### config.mk
export PLATFORM = sky130hd
export DESIGN_NAME = bfloat_argmax
export DESIGN_NICKNAME = d
export VERILOG_FILES = /design/src/rtl/bfloat_pkg.sv /design/src/rtl/bfloat_cmp_core.sv /design/src/rtl/bfloat_argmax.sv
export SDC_FILE = /design/constraint.sdc
export NUM_CORES = 1
export LEC_CHECK = 0
export CAP_MARGIN = 20
export CORE_ASPECT_RATIO = 1.4
export CORE_MARGIN = 2
export CORE_UTILIZATION = 40
export CTS_CLUSTER_DIAMETER = 50
export DETAILED_ROUTE_END_ITERATION = 8
export GPL_ROUTABILITY_DRIVEN = 1
export PLACE_DENSITY_LB_ADDON = 0.15
export SETUP_SLACK_MARGIN = 0.3
export SLEW_MARGIN = 30
export SYNTH_ARGS = -nofsm -noshare
export SYNTH_HDL_FRONTEND = slang
export SYNTH_SLANG_ARGS = --single-unit
### constraint.sdc
create_clock -name clk -period 4.1 [get_ports clk]
set_input_delay 0.82 -clock clk [delete_from_list [all_inputs] [get_ports clk]]
set_output_delay 0.82 -clock clk [all_outputs]
set_load 0.01 [all_outputs]
### src/rtl/bfloat_pkg.sv
// Shared BF16 types, compare result codes and helpers for the argmax reducer.
package bfloat_pkg;

   typedef struct packed {
      logic       sign;
      logic [7:0] exp;
      logic [6:0] mant;
   } bf16_t;

   typedef enum logic [1:0] {
      ST_IDLE = 2'd0,
      ST_ACC  = 2'd1,
      ST_HOLD = 2'd2
   } argmax_state_t;

   localparam logic [1:0]  CMP_EQ    = 2'b00;
   localparam logic [1:0]  CMP_GT    = 2'b01;
   localparam logic [1:0]  CMP_LT    = 2'b10;
   localparam logic [15:0] BF16_QNAN = 16'h7FC0;

   function automatic logic is_nan(input logic [15:0] x);
      bf16_t v;
      v = x;
      return (v.exp == 8'hFF) && (v.mant != 7'd0);
   endfunction

endpackage

### src/rtl/bfloat_cmp_core.sv
// Combinational BF16 magnitude compare: code 01 when a > b, 10 when a < b, 00 when equal.
module bfloat_cmp_core
   import bfloat_pkg::*;
(
   input  logic [15:0] a,
   input  logic [15:0] b,
   output logic [1:0]  code
);

   bf16_t a_s;
   bf16_t b_s;

   assign a_s = a;
   assign b_s = b;

   always_comb begin
      code = CMP_EQ;
      // +0 and -0 compare equal even though their encodings differ
      if ((a == b) || ((a[14:0] == 15'd0) && (b[14:0] == 15'd0))) begin
         code = CMP_EQ;
      end else if (a_s.sign != b_s.sign) begin
         code = a_s.sign ? CMP_LT : CMP_GT;
      end else if (!a_s.sign) begin
         code = (a[14:0] > b[14:0]) ? CMP_GT : CMP_LT;
      end else begin
         code = (a[14:0] > b[14:0]) ? CMP_LT : CMP_GT;
      end
   end

endmodule

### src/rtl/bfloat_argmax.sv
// Streaming BF16 max/argmax reducer: accumulates a vector, then holds the
// maximum, its first index, the element count and a sticky NaN flag.
module bfloat_argmax
   import bfloat_pkg::*;
#(
   parameter int N_MAX = 256,
   parameter int IDX_W = $clog2(N_MAX)
) (
   input  logic               clk,
   input  logic               rst,
   input  logic               in_valid,
   output logic               in_ready,
   input  logic [15:0]        in_data,
   input  logic               in_last,
   output logic               out_valid,
   input  logic               out_ready,
   output logic [15:0]        out_max,
   output logic [IDX_W-1:0]   out_idx,
   output logic [IDX_W:0]     out_count,
   output logic               out_nan
);

   localparam logic [IDX_W:0] LAST_IDX = (IDX_W+1)'(N_MAX - 1);

   argmax_state_t    state_q, state_d;
   logic             ready_q, ready_d;
   logic             have_q, have_d;
   logic             nan_q, nan_d;
   logic [15:0]      max_q, max_d;
   logic [IDX_W-1:0] max_idx_q, max_idx_d;
   logic [IDX_W:0]   idx_q, idx_d;

   logic             out_valid_q, out_valid_d;
   logic [15:0]      out_max_q, out_max_d;
   logic [IDX_W-1:0] out_idx_q, out_idx_d;
   logic [IDX_W:0]   out_count_q, out_count_d;
   logic             out_nan_q, out_nan_d;

   logic [1:0] code;
   logic       beat;
   logic       elem_nan;
   logic       take;
   logic       last_beat;

   bfloat_cmp_core u_cmp (
      .a    (in_data),
      .b    (max_q),
      .code (code)
   );

   assign beat      = in_valid && ready_q;
   assign elem_nan  = is_nan(in_data);
   assign take      = beat && !elem_nan && (!have_q || (code == CMP_GT));
   assign last_beat = beat && (in_last || (idx_q == LAST_IDX));

   always_comb begin
      state_d     = state_q;
      have_d      = have_q;
      nan_d       = nan_q;
      max_d       = max_q;
      max_idx_d   = max_idx_q;
      idx_d       = idx_q;
      out_valid_d = out_valid_q;
      out_max_d   = out_max_q;
      out_idx_d   = out_idx_q;
      out_count_d = out_count_q;
      out_nan_d   = out_nan_q;

      case (state_q)
         ST_IDLE, ST_ACC: begin
            if (beat) begin
               idx_d = idx_q + (IDX_W+1)'(1);
               nan_d = nan_q | elem_nan;
               if (take) begin
                  have_d    = 1'b1;
                  max_d     = in_data;
                  max_idx_d = idx_q[IDX_W-1:0];
               end
               if (last_beat) begin
                  // An all-NaN vector reports the canonical quiet NaN at index 0
                  state_d     = ST_HOLD;
                  out_valid_d = 1'b1;
                  out_max_d   = have_d ? max_d : BF16_QNAN;
                  out_idx_d   = have_d ? max_idx_d : '0;
                  out_count_d = idx_d;
                  out_nan_d   = nan_d;
               end else begin
                  state_d = ST_ACC;
               end
            end
         end
         ST_HOLD: begin
            if (out_ready) begin
               state_d     = ST_IDLE;
               have_d      = 1'b0;
               nan_d       = 1'b0;
               max_d       = 16'h0000;
               max_idx_d   = '0;
               idx_d       = '0;
               out_valid_d = 1'b0;
               out_max_d   = 16'h0000;
               out_idx_d   = '0;
               out_count_d = '0;
               out_nan_d   = 1'b0;
            end
         end
         default: state_d = ST_IDLE;
      endcase

      ready_d = (state_d != ST_HOLD);
   end

   always_ff @(posedge clk) begin
      if (rst) begin
         state_q     <= ST_IDLE;
         ready_q     <= 1'b0;
         have_q      <= 1'b0;
         nan_q       <= 1'b0;
         max_q       <= 16'h0000;
         max_idx_q   <= '0;
         idx_q       <= '0;
         out_valid_q <= 1'b0;
         out_max_q   <= 16'h0000;
         out_idx_q   <= '0;
         out_count_q <= '0;
         out_nan_q   <= 1'b0;
      end else begin
         state_q     <= state_d;
         ready_q     <= ready_d;
         have_q      <= have_d;
         nan_q       <= nan_d;
         max_q       <= max_d;
         max_idx_q   <= max_idx_d;
         idx_q       <= idx_d;
         out_valid_q <= out_valid_d;
         out_max_q   <= out_max_d;
         out_idx_q   <= out_idx_d;
         out_count_q <= out_count_d;
         out_nan_q   <= out_nan_d;
      end
   end

   assign in_ready  = ready_q;
   assign out_valid = out_valid_q;
   assign out_max   = out_max_q;
   assign out_idx   = out_idx_q;
   assign out_count = out_count_q;
   assign out_nan   = out_nan_q;

endmodule

### Word level (Yosys, flattened, before mapping)

Cells that the tools add are included.

* bits in registers: 73
* logic and storage cells: 91

* add/sub/neg operators: 1
* order comparisons: 1
* eq/ne operators: 11
* muxes and demuxes: 46
* bitwise operators: 1
* reduce and logical (&&, ||, !) cells: 19

Operator list (number)
* 16-bit two-way mux: 6
* 16-bit one-hot mux with 2 select lines: 2
* 8-bit two-way mux: 6
* 9-bit two-way mux: 4
* 9-bit one-hot mux with 2 select lines: 2
* 8-bit one-hot mux with 2 select lines: 2
* 15-bit logical NOT: 2
* 2-bit two-way mux: 9
* 16-bit == test: 1
* 15-bit > comparator: 1
* 1-bit two-way mux: 10
* 9-bit by 1-bit adder with 9-bit output (second input constant): 1
* 9-bit by 8-bit == test with 1-bit output (second input constant): 1
* 8-bit == test (second input constant): 1
* 2-bit != test (second input constant): 4
* 1-bit one-hot mux with 2 select lines: 4
* 7-bit nonzero test: 1
* 1-bit logical AND: 6
* 2-bit by 1-bit == test with 1-bit output (second input constant): 2
* 2-bit one-hot mux with 2 select lines: 1
* 4-bit AND reduction: 1
* 1-bit logical OR: 3
* 3-bit AND reduction: 1
* 2-bit == test (second input constant): 1
* 6 further kinds: 7

### Depth between registers and ports, before layout

* word-level depth: 15
* mapped depth: 11
* gate-level depth less buffers: 9

### Hierarchy

From an unflattened synthesis, not the netlist that was laid out.

* cells, all modules: 391
* area total of the unflattened synthesis: 3489.6 µm²

Modules (own cells, without submodules)
* bfloat_argmax: times used 1, cells an instance 319, area an instance 2974.1 µm², seq. area each 1461.4 µm²
* bfloat_cmp_core: times used 1, cells an instance 72, area an instance 515.5 µm², seq. area each 0.0 µm²

### Worst setup path before layout

Ideal clock, no wire load.

* path type: input to register
* from: in in_data[4]
* to: reg out_idx_q[6] (netlist: out_idx[6])
* arrival: 2.724 ns
* data required time: 3.978 ns
* slack: 1.254 ns
* stages on the path: 10
* path through: ha_1 > a211oi_1 > nor2_1 > o31ai_1 > a2111o_1 > a31oi_4 > and3_1 > buf_6 > buf_6 > a221o_1

* cells in the longest elaborated chain, start to end: 15
* elaborated cells on any way between the ends: 25
* classes of those cells: order compare (1); eq/ne (2); mux (13); reduce/logical (9)

RTL lines
* from (decl): line bfloat_argmax.sv:13 `input logic [15:0] in_data,`
* 15-bit > comparator: line bfloat_cmp_core.sv:24, bfloat_cmp_core.sv:26
* 2-bit two-way mux, on equally long branches: line bfloat_cmp_core.sv:24, bfloat_cmp_core.sv:26
* 2-bit two-way mux: line bfloat_cmp_core.sv:23 `end else if (!a_s.sign) begin`
* 2-bit two-way mux: line bfloat_cmp_core.sv:21 `end else if (a_s.sign != b_s.sign) begin`
* 2-bit two-way mux: line bfloat_cmp_core.sv:19 `if ((a == b) || ((a[14:0] == 15'd0) && (b[14:0] == 15'd0))) begin`
* 2-bit by 1-bit == test with 1-bit output: line bfloat_argmax.sv:53 `assign take = beat && !elem_nan && (!have_q || (code == CMP_GT));`
* 1-bit logical OR: line bfloat_argmax.sv:53
* 1-bit logical AND *: line bfloat_argmax.sv:53
* 1-bit two-way mux: line bfloat_argmax.sv:74 `if (take) begin`
* 1-bit two-way mux: line bfloat_argmax.sv:71 `if (beat) begin`
* 1-bit two-way mux: line bfloat_argmax.sv:69 `case (state_q)`
* 8-bit two-way mux *: line bfloat_argmax.sv:84 `out_idx_d = have_d ? max_idx_d : '0;`
* 8-bit two-way mux *: line bfloat_argmax.sv:79 `if (last_beat) begin`
* 8-bit two-way mux *: line bfloat_argmax.sv:71
* 8-bit one-hot mux with 2 select lines *: line bfloat_argmax.sv:69
* to (signal assigned): line bfloat_argmax.sv:137 `out_idx_q <= out_idx_d;`
* to (decl): line bfloat_argmax.sv:35 `logic [IDX_W-1:0] out_idx_q, out_idx_d;`

Mark *: on every way between the ends. The rest lies on a longest branch, timed or not. The select of a mux whose other input is x is not followed.
A chain may end at the register's enable or synchronous reset.

### Worst setup path in the final report

* from: in in_data[2]
* to: reg out_idx_q[5] (netlist: out_idx[5])

Same word-level chain as after synthesis.

==> metrics <==
status finished clean; Max-slew headroom 55.0%; required time worst endpoint 4370 ps; WL met1 3610 um; WL met2 around 4600 um; synthesized net count between 400 and 500; CTS buffer count 9; remaining global-route overflow 0; Core Rows 39; final cell count without fillers 527; clock sink count 73; initial detailed-routing violation count 158; PostCTS Resize Cnt 0; worst slew pin tran about 670 ps; final hold vios 0; fraction of registers with async set/reset 0%; total global-route track usage 20.0%; hold buffers post-CTS 0; first-pass GRT wire length about 14000 um; Post-CTS Setup Inserts 0; Avg Synthesized Cell Area 9.32 sq um; largest net degree at the start of global routing 35; Initial Util 41.5%; chip width between 80 and 90 um; RSZ-0062 raised after global routing false; sequential share of power between 40 and 50%; sequential share of the synthesized area 43.0%; root buffer cell clkbuf_16; initial antenna violation count 0; Core Util, Final 53.0%; Buffers on Ports 56; Yosys top cell area share 43.0%; Sw Pwr 411 uW; Switching Fraction 24.5%; peak supply drop 0.000223 V; dpl cells roughly 510; flop-to-flop setup slack approximately 1300 ps; GPL Wtd Cong 0.893; Worst path most repeated cell a21oi_1; period utilisation layout 83.7%; core area between 0.008 and 0.009 sq mm; FILL cells 784; DR vias 3034; layout cells sized above 1 8.00%; WP buf/inv 1; Post-Syn Area 0.00340 sq mm; Post-DRT Antenna Nets 0; crit-path max cell delay 550 ps; Top Layer Used met4; hold crit path type reg2reg; Main synth FF type dfxtp_1; slowest library cell on the worst path and3_1; pwr dens 386 mW/mm^2; startpoint class of the critical path input port; Post-DP HPWL around 6400 um; nets@finish 458; I/O pins 57; vias in the first global route 2994; Crit path max-delay family compound AO/OA/AOI/OAI gates; Area Overhead vs Synth 27.7%; worst-path cell chain clkdlybuf4s50_1 -> ha_1 -> a21oi_1 -> a21oi_1 -> o31ai_1 -> nand4b_2 -> a31oi_4 -> and3_1 -> a221o_1; Clock Skew 5.90 ps; die area a little over 0.009 sq mm; most common cell in the synthesized netlist dfxtp_1; Routed WL per cell between 15 and 20 um; Synth top cells by count 73 x dfxtp_1, 38 x nor2_1, 32 x a21oi_1; vias per std cell 5.76; Unique masters post-synth 42; Post-Synthesis Cells ~370; Yosys reg bits 73; Internal 1270 uW; fmax 291 MHz; Synth area leaders dfxtp_1 43%, ha_1 6.3%, a21oi_1 4.7%; Critical Path End Type register; # setup viols final 0; Worst Path Max Fanout 15; Comb pwr share 9.6%; clock-pin slew on the worst setup and hold paths 60 ps; Clk pwr share 46.7%; WL met3 328 um; Die Y 113 um; CTS tree yes; TNS Setup 0 ps; Crit Path Class in2reg; Clock H-tree levels 3; Synth area leader dfxtp_1; Post-synth EDFFs 0; Pre-Repair DR Iteration Count 4; max_cap viols 0; Worst-Skew Late Latency ~330 ps; clock tree buffer depth 2; Slew Limit Fails 0; DRC viols 0; # diodes 0; WL final 8800 um; Ys Warns 0; Final min period 3430 ps; Pleak 0.00152 uW; CP arrival roughly 3700 ps
==> logic make-up (layout without fill, tap and decap cells) <==
family	Yosys count	after routing	synth area share (%)
multiplexers	9	9	2.65
buffers and inverters	44	104	6.21
adder cells (fa/ha/maj)	17	17	6.25
AND/OR/NAND/NOR	111	111	17.2
XOR/XNOR	5	5	1.29
AO/OA/AOI/OAI	106	106	23.5
flip-flops	73	73	43.0
==> metal layers <==
layer  up-vias  global-route usage [%]
met5         -                       0
met4         0                    9.89
met3        22                    4.31
met2        84                    34.9
met1      1434                    22.4
li1       1494                       -
==> worst paths after layout <==
path,from,to,cells past startpoint
worst max-delay path,in_data[2],out_idx[5],9
worst min-delay path,out_count[6],out_count[6],2
worst max register to register,max_q[2],out_idx[5],9
worst min register to register,out_count[6],out_count[6],2
==> metrics by stage <==
step           setup WS [ps]  hold slack [ps]  total power [uW]  area (sq um)
2_1_floorplan           1250              430               834          3400
3_3_place_gp             409              441               907          4040
3_5_place_dp             345              444               909          4040
4_1_cts                  628              452              1690          4340
5_1_grt                  398              463              1740          4340
6_report                 667              452              1680          4340
==> area by class of cell <==
type | instances | area, sq um | share of cell area, %
multi-input combinational | 248 | 1730 | 39.9
sequential | 73 | 1460 | 33.7
timing repair buffer | 68 | 651 | 15.0
clock buffer | 10 | 229 | 5.27
tap | 102 | 128 | 2.94
inverter | 20 | 75.1 | 1.73
clock inverter | 6 | 67.6 | 1.56
==> layout by cell type, fill, tap and decap left out, types with 4 or more instances in the layout <==
cell type	netlist	final
inv_1	20	20
o21ai_0	8	8
nor2_1	38	37
ha_1	17	17
a21oi_1	32	32
and3_1	4	4
clkbuf_16	0	9
nand3_1	7	7
clkdlybuf4s50_1	0	56
dfxtp_1	73	73
a211oi_1	11	11
a32o_1	8	8
mux2i_1	9	9
nor4b_1	9	9
a22oi_1	4	4
nor4_1	13	13
buf_4	2	12
a221o_1	15	15
nand2_1	11	11
nand4_1	7	7
nor3_1	11	11
a22o_1	16	16
==> state kept, by name (all words and copies together) (netlist names) <==
name / cells
idx_q: 9
out_nan: 1
have_q: 1
nan_q: 1
out_valid: 1
in_ready: 1
out_idx: 8
out_max: 16
max_idx_q: 8
state_q: 2
max_q: 16
out_count: 9
==> power groups by stage <==
stage / Sequential (uW) / Combinational, uW / Clock, uW
floorplan: 750 / 83.8 / 0
global placement: 749 / 159 / 0
detailed placement: 749 / 160 / 0
CTS: 733 / 161 / 797
global route: 735 / 178 / 827
finish: 733 / 161 / 782
==> worst min-delay path, stage by stage, from the launching register on <==
cell,delay (ps)
dfxtp_1,300
nand2_1,50
a21oi_1,50
Note: power is estimated with default switching activity, not from simulation.
